===== config.mk =====
export PLATFORM = sky130hd
export DESIGN_NAME = reg_dump_reader
export DESIGN_NICKNAME = d
export VERILOG_FILES = /design/src/rtl/rf_pkg.sv /design/src/rtl/reg_dump_reader_if.sv /design/src/rtl/dump_out_reg.sv /design/src/rtl/reg_dump_reader.sv
export SDC_FILE = /design/constraint.sdc
export NUM_CORES = 1
export LEC_CHECK = 0
export ABC_AREA = 1
export CAP_MARGIN = 20
export CORE_UTILIZATION = 48
export CTS_CLUSTER_DIAMETER = 120
export CTS_CLUSTER_SIZE = 20
export DETAILED_ROUTE_END_ITERATION = 10
export PLACE_DENSITY = 0.86
export SYNTH_ARGS = -nofsm -noshare
export SYNTH_HDL_FRONTEND = slang
export SYNTH_SLANG_ARGS = --single-unit

===== constraint.sdc =====
create_clock -name clk -period 3.58 [get_ports clk]
set_clock_uncertainty 0.1 [all_clocks]
set_input_delay 0.716 -clock clk [delete_from_list [all_inputs] [get_ports clk]]
set_output_delay 0.716 -clock clk [all_outputs]
set_load 0.01 [all_outputs]

===== src/rtl/rf_pkg.sv =====
// Shared definitions for the register-dump reader: default widths and FSM encoding.
package rf_pkg;

    localparam int RF_ADDR_W = 5;
    localparam int RF_DATA_W = 32;

    typedef enum logic [1:0] {
        ST_IDLE = 2'd0,
        ST_READ = 2'd1,
        ST_SEND = 2'd2,
        ST_DONE = 2'd3
    } dump_state_t;

endpackage


===== src/rtl/reg_dump_reader_if.sv =====
// Valid/ready word stream carrying one dumped register (index + contents).
interface reg_dump_reader_if
    import rf_pkg::*;
#(
    parameter int ADDR_W = RF_ADDR_W,
    parameter int DATA_W = RF_DATA_W
);

    logic              out_valid;
    logic              out_ready;
    logic [ADDR_W-1:0] out_addr;
    logic [DATA_W-1:0] out_data;

    modport master (
        output out_valid,
        output out_addr,
        output out_data,
        input  out_ready
    );

    modport slave (
        input  out_valid,
        input  out_addr,
        input  out_data,
        output out_ready
    );

endinterface


===== src/rtl/dump_out_reg.sv =====
// Output holding register: captures one word on load, drops valid on clear,
// and never overwrites a word the consumer has not yet accepted.
module dump_out_reg
    import rf_pkg::*;
#(
    parameter int ADDR_W = RF_ADDR_W,
    parameter int DATA_W = RF_DATA_W
) (
    input  logic              clk,
    input  logic              rst,
    input  logic              load,
    input  logic              clear,
    input  logic [ADDR_W-1:0] load_addr,
    input  logic [DATA_W-1:0] load_data,
    reg_dump_reader_if.master stream
);

    logic              valid_reg;
    logic [ADDR_W-1:0] addr_reg;
    logic [DATA_W-1:0] data_reg;
    logic              stalled;

    assign stalled = valid_reg && !stream.out_ready;

    always_ff @(posedge clk) begin
        if (rst) begin
            valid_reg <= 1'b0;
            addr_reg  <= '0;
            data_reg  <= '0;
        end else if (clear) begin
            valid_reg <= 1'b0;
        end else if (load && !stalled) begin
            valid_reg <= 1'b1;
            addr_reg  <= load_addr;
            data_reg  <= load_data;
        end
    end

    assign stream.out_valid = valid_reg;
    assign stream.out_addr  = addr_reg;
    assign stream.out_data  = data_reg;

endmodule


===== src/rtl/reg_dump_reader.sv =====
// Walks an inclusive register range through an async read port and streams
// each (index, contents) pair out over a valid/ready handshake.
module reg_dump_reader
    import rf_pkg::*;
#(
    parameter int ADDR_W = RF_ADDR_W,
    parameter int DATA_W = RF_DATA_W
) (
    input  logic              clk,
    input  logic              rst,
    input  logic              start,
    input  logic              abort,
    input  logic [ADDR_W-1:0] first_addr,
    input  logic [ADDR_W-1:0] last_addr,
    output logic [ADDR_W-1:0] rd_addr,
    input  logic [DATA_W-1:0] rd_data,
    output logic              out_valid,
    input  logic              out_ready,
    output logic [ADDR_W-1:0] out_addr,
    output logic [DATA_W-1:0] out_data,
    output logic              busy,
    output logic              done,
    output logic              err
);

    dump_state_t       state_reg, state_next;
    logic [ADDR_W-1:0] counter_reg, counter_next;
    logic [ADDR_W-1:0] last_reg, last_next;
    logic              err_reg, err_next;
    logic              load_en;
    logic              clear_en;
    logic              counter_zero;
    logic [DATA_W-1:0] load_data;

    reg_dump_reader_if #(.ADDR_W(ADDR_W), .DATA_W(DATA_W)) stream_if ();

    // x0 is hard-wired zero regardless of what the storage holds.
    assign counter_zero = (counter_reg == '0);

    genvar gi;
    generate
        for (gi = 0; gi < DATA_W; gi++) begin : g_zero_mask
            assign load_data[gi] = rd_data[gi] & ~counter_zero;
        end
    endgenerate

    always_comb begin
        state_next   = state_reg;
        counter_next = counter_reg;
        last_next    = last_reg;
        err_next     = 1'b0;
        load_en      = 1'b0;
        clear_en     = 1'b0;
        if (abort) begin
            state_next = ST_IDLE;
            clear_en   = 1'b1;
        end else begin
            case (state_reg)
                ST_IDLE: begin
                    if (start) begin
                        if (first_addr <= last_addr) begin
                            last_next    = last_addr;
                            counter_next = first_addr;
                            state_next   = ST_READ;
                        end else begin
                            err_next = 1'b1;
                        end
                    end
                end
                ST_READ: begin
                    load_en    = 1'b1;
                    state_next = ST_SEND;
                end
                ST_SEND: begin
                    if (stream_if.out_valid && stream_if.out_ready) begin
                        clear_en = 1'b1;
                        // Stop at the bound instead of incrementing, so the top address never wraps.
                        if (counter_reg == last_reg) begin
                            state_next = ST_DONE;
                        end else begin
                            counter_next = counter_reg + ADDR_W'(1);
                            state_next   = ST_READ;
                        end
                    end
                end
                ST_DONE: begin
                    state_next = ST_IDLE;
                end
                default: begin
                    state_next = ST_IDLE;
                end
            endcase
        end
    end

    always_ff @(posedge clk) begin
        if (rst) begin
            state_reg   <= ST_IDLE;
            counter_reg <= '0;
            last_reg    <= '0;
            err_reg     <= 1'b0;
        end else begin
            state_reg   <= state_next;
            counter_reg <= counter_next;
            last_reg    <= last_next;
            err_reg     <= err_next;
        end
    end

    dump_out_reg #(.ADDR_W(ADDR_W), .DATA_W(DATA_W)) u_out_reg (
        .clk       (clk),
        .rst       (rst),
        .load      (load_en),
        .clear     (clear_en),
        .load_addr (counter_reg),
        .load_data (load_data),
        .stream    (stream_if.master)
    );

    assign stream_if.out_ready = out_ready;
    assign out_valid = stream_if.out_valid;
    assign out_addr  = stream_if.out_addr;
    assign out_data  = stream_if.out_data;

    assign rd_addr = counter_reg;
    assign busy    = (state_reg != ST_IDLE);
    // A rejected range reports done together with err.
    assign done    = (state_reg == ST_DONE) | err_reg;
    assign err     = err_reg;

endmodule


# After elaboration in Yosys (flattened, before gate mapping)
# Index checks and enable logic that the tools add are counted.
dict set report word_totals {
  regBits 51
  inputBits 47
  output_inout_bits 46
  elab_cells 87
}
dict set report op_classes {
  n_addsub 1
  order_cmp 1
  n_eq_ne 8
  muxes 16
  bitwise_logic 38
  n_reduce_logical 16
}
# cell count
set op_table {}
lappend op_table {{$and 1x1->1} 32}
lappend op_table {{$mux 5} 4}
lappend op_table {{$pmux 5 s2} 1}
lappend op_table {{$mux 2} 4}
lappend op_table {{$ne 2x2->1 const B} 4}
lappend op_table {{$pmux 2 s4} 1}
lappend op_table {{$mux 1} 6}
lappend op_table {{$reduce_and 6->1} 1}
lappend op_table {{$add 5x1->5 const B} 1}
lappend op_table {{$eq 5x5->1} 1}
lappend op_table {{$le 5x5->1} 1}
lappend op_table {{$logic_not 5->1} 1}
lappend op_table {{$not 1->1} 5}
lappend op_table {{$eq 2x2->1 const B} 2}
lappend op_table {{$reduce_and 4->1} 1}
lappend op_table {{$reduce_bool 2->1} 2}
lappend op_table {{$reduce_or 2->1} 2}
lappend op_table {{$reduce_or 4->1} 1}
lappend op_table {{$logic_and 1x1->1} 3}
lappend op_table {{$reduce_and 3->1} 1}
lappend op_table {{$eq 2x1->1 const B} 1}
lappend op_table {{$logic_not 1->1} 2}
lappend op_table {{$logic_not 2->1} 1}
lappend op_table {{$reduce_and 2->1} 1}
lappend op_table {{$or 1x1->1} 1}

# Depth between registers and ports, before layout
dict set report logic_depth {
  depth_word 6
  depth_mapped 13
  ltp_nobuf 13
}

# Cells and area by module
# From an unflattened synthesis, not the netlist that was laid out.
dict set report unflattened {
  cells_unflattened 466
  area_unflattened_um2 2925.3
}
# mod instances cells_each area_per_inst_um2 seq_area_each_um2
set by_module_without_submodules {}
lappend by_module_without_submodules {dump_out_reg 1 249 1725.4 760.7}
lappend by_module_without_submodules {reg_dump_reader 1 217 1199.9 260.2}

# Worst setup path before layout
# Ideal clock, no wire load.
dict set report synth_timing {
  path_type {input to register}
  from {in last_addr[4]}
  to {reg counter_reg[3], in the netlist rd_addr[3]}
  setup_time_ns 0.113
  arrival_ns 1.759
  t_required_ns 3.367
  slack_ns 1.608
  stages 13
  path_buffers 0
  cell_sequence {inv_1 ha_1 nand2_1 nor2_1 nand2_1 nand3_1 nand2_1 nand2_1 nand2_1 nand2_4 nand2_1 nand2_1 nor2_1}
}
dict set report synth_between {
  elab_chain_cells 3
}
# element line_no
set synth_lines {}
lappend synth_lines {{start, declared} reg_dump_reader.sv:14} ;# input logic [ADDR_W-1:0] last_addr,
lappend synth_lines {{$le 5x5->1} reg_dump_reader.sv:61} ;# if (first_addr <= last_addr) begin
lappend synth_lines {{$ne 2x2->1 (no source line)} n/a}
lappend synth_lines {{$reduce_and 6->1 (no source line)} n/a}
lappend synth_lines {{end signal, assigned} reg_dump_reader.sv:104} ;# counter_reg <= counter_next;
lappend synth_lines {{end, declared} reg_dump_reader.sv:27} ;# logic [ADDR_W-1:0] counter_reg, counter_next;
# No other way between the ends.
# A chain may end at the register's enable or synchronous reset.

# Worst setup path in the final report
dict set report layout_timing {
  from {in last_addr[4]}
  to {reg last_reg[1]}
}
dict set report layout_between {
  elab_chain_cells 2
}
# element line_no
set layout_lines {}
lappend layout_lines {{$le 5x5->1} reg_dump_reader.sv:61}
lappend layout_lines {{$reduce_and 4->1 (no source line)} n/a}
lappend layout_lines {{end signal, assigned} reg_dump_reader.sv:105} ;# last_reg <= last_next;
lappend layout_lines {{end, declared} reg_dump_reader.sv:28} ;# logic [ADDR_W-1:0] last_reg, last_next;
# No other way between the ends.

==> results.ini <==
[outcome]
status = finished, final reports clean

[place]
portBuffers = 92
preCtsSetupSlack_ns = 0.895
gp_congestion = 0.917
hpwlAfterDp_um = 4620

[layout]
diodes = 0
largest_reg_flops = 32
drive_above_1_share = 0.116
layout_commonest_cell = clkdlybuf4s50_1
final_cell_mix = clkdlybuf4s50_1 (91), dfxtp_1 (51), nor2_1 (49)
area_delta_synth_final_pct = 41.2
num-nets-final = 451

[clock_tree]
clk_path_buf_depth = 2
ctsHoldBuffers = 0
cts_sinks = 51
cts_tree = yes
cts.htree.levels = 2
cts_resized = 0
clk_pin_slew_ns = 0.09
cts_made_buffers = 5
clk_latency_ns = 0.31
clockRootBuffer = clkbuf_8
post_cts_buffers = 0

[floorplanning]
die_h_um = 74.2
ios = 93
die-area_um2 = 5500
start_util = 0.513
core_um2 = 4880
die_x_um = 74.2
rows = 25

[route]
vias_per_cell = 5.29
vias = 2458
post-route-drc-count = 0
totalWireLength_um = 6600
firstDrtPassIters = 4
drt_iter0_markers = 118
routedWlPerCell_um = 14.2
drtAntennaViolNets = 0

[global_route]
grt_overflow = 0
grt_max_degree = 43
antenna_found_initial = 0
grt_pass1_vias = 2148
grtUsageTotal = 0.237
grt_pass1_wl_um = 10000

[logic_synthesis]
synth_cells = 314
ys_ff_latch = 51
synth_nets = 368
syn_avg_cell_area_um2 = 7.97
ys_seq_area_frac = 0.408
ys_types = 28
netlist_area_um2 = 2500
synth_warnings = 0

[sta]
fin_crit_ns = 2.36
worst_pin_slew_ns = 0.574
slew_headroom = 0.616
max_freq_ghz = 0.423
timing.final.crit_share = 0.661
finalSetupTns_ns = 0
slew_violations = 0
hold_viol = 0
timing.final.ws_setup_ns = 1.22
rsz0062_at_grt = false
setup_violations = 0

[critical_path]
worst_setup_path_end_kind = register
cp_data_required_time_ns = 3.71
r2r_slack_ns = 1.64
start_kind = primary input
path_class = primary input to register
worst-path-max-fanout = 9
worstPathArrival_ns = 2.50

[worst_hold_path]
hold_class = register to register

[power_and_ir_drop]
powerDensity_nw_per_um2 = 379
ir_worst_vdd_mv = 0.284
leakagePower_nw = 1.34

[job]
maxCapViolations = 0

-- path summary, 6_finish.rpt --
kind                             from                                         to  cells after the start
max                      last_addr[4]                   last_reg[1]$_SDFFE_PP0P_                     11
min          last_reg[2]$_SDFFE_PP0P_                   last_reg[2]$_SDFFE_PP0P_                      2
max reg2reg   rd_addr[0]$_SDFFE_PP0P_  u_out_reg.stream.out_data[3]$_SDFFE_PP0P_                      5
min reg2reg  last_reg[2]$_SDFFE_PP0P_                   last_reg[2]$_SDFFE_PP0P_                      2
-- critical path, cell delays in order --
cell and delay, ns:
clkdlybuf4s50_1 0.48, inv_1 0.05, ha_1 0.28, nand2_1 0.07, nor2_1 0.14, nand2_1 0.08, nand3_1 0.09, nand2_1 0.11
nand2_1 0.22, o21ai_0 0.11, a21oi_1 0.16
-- synthesized netlist by cell type --
library cell | n | share of area
buf_4 | 2 | 0.0060
inv_2 | 4 | 0.0060
nand4_1 | 2 | 0.0050
a211oi_1 | 8 | 0.024
nand3_1 | 6 | 0.012
nor3_1 | 2 | 0.0040
nor2_2 | 2 | 0.0050
o31ai_1 | 1 | 0.0030
nand2_4 | 2 | 0.0090
inv_1 | 22 | 0.033
xnor2_1 | 1 | 0.0035
a21oi_1 | 14 | 0.028
o211ai_1 | 2 | 0.0060
nor2_1 | 49 | 0.074
clkbuf_1 | 10 | 0.015
nand2_1 | 46 | 0.069
nor4_1 | 1 | 0.0025
dfxtp_1 | 51 | 0.41
a211oi_2 | 23 | 0.12
a31oi_1 | 1 | 0.0025
o21ai_0 | 46 | 0.092
o21bai_1 | 1 | 0.0030
buf_2 | 2 | 0.0040
or2_1 | 1 | 0.0025
inv_4 | 1 | 0.0025
nand3_2 | 2 | 0.0080
buf_6 | 5 | 0.023
ha_1 | 7 | 0.035
-- cell families (layout without fill, tap and decap cells) --
kind of cell | after synthesis | count (layout) | synth area share
compound gates | 96 | 96 | 0.274
xor+xnor | 1 | 1 | 0.00350
flops | 51 | 51 | 0.408
buf+inv | 46 | 130 | 0.0890
simple gates | 113 | 113 | 0.191
fa+ha+maj | 7 | 7 | 0.0350
-- per-stage QoR --
| stage | std cells | hold WS [ns] | util | area [µm²] | power (mW) |
|---|---|---|---|---|---|
| after floorplan | 314 | 0.336 | - | 2500 | 0.804 |
| after global placement | 457 | 0.363 | 0.700 | 3420 | 0.929 |
| after detailed placement | 457 | 0.363 | 0.700 | 3420 | 0.936 |
| after CTS | 465 | 0.377 | 0.724 | 3530 | 1.34 |
| after global routing | 465 | 0.422 | 0.724 | 3530 | 1.40 |
| final | 465 | 0.380 | 0.724 | 3530 | 1.34 |
-- layer usage --
layer / wire length (µm) / GRT usage / up-vias
met5: 0 / 0 / -
met4: 120 / 0.0791 / 0
met3: 404 / 0.0447 / 12
met2: 3310 / 0.402 / 86
met1: 2760 / 0.302 / 1134
li1: - / - / 1226
-- power by group --
group          leakage (nW)  switching (mW)  internal, mW
logic                 0.875           0.174         0.138
registers             0.414          0.0214         0.594
clock network        0.0548           0.200         0.211
-- cell type report --
cell class | count | area (µm²)
fill | 402 | 1350
inverter | 27 | 104
clock inverter | 3 | 46.3
clock buffer | 5 | 68.8
sequential | 51 | 1020
timing repair buffer | 95 | 951
tap | 67 | 83.8
multi-input combinational | 217 | 1260
(Power assumes the default switching activity.)
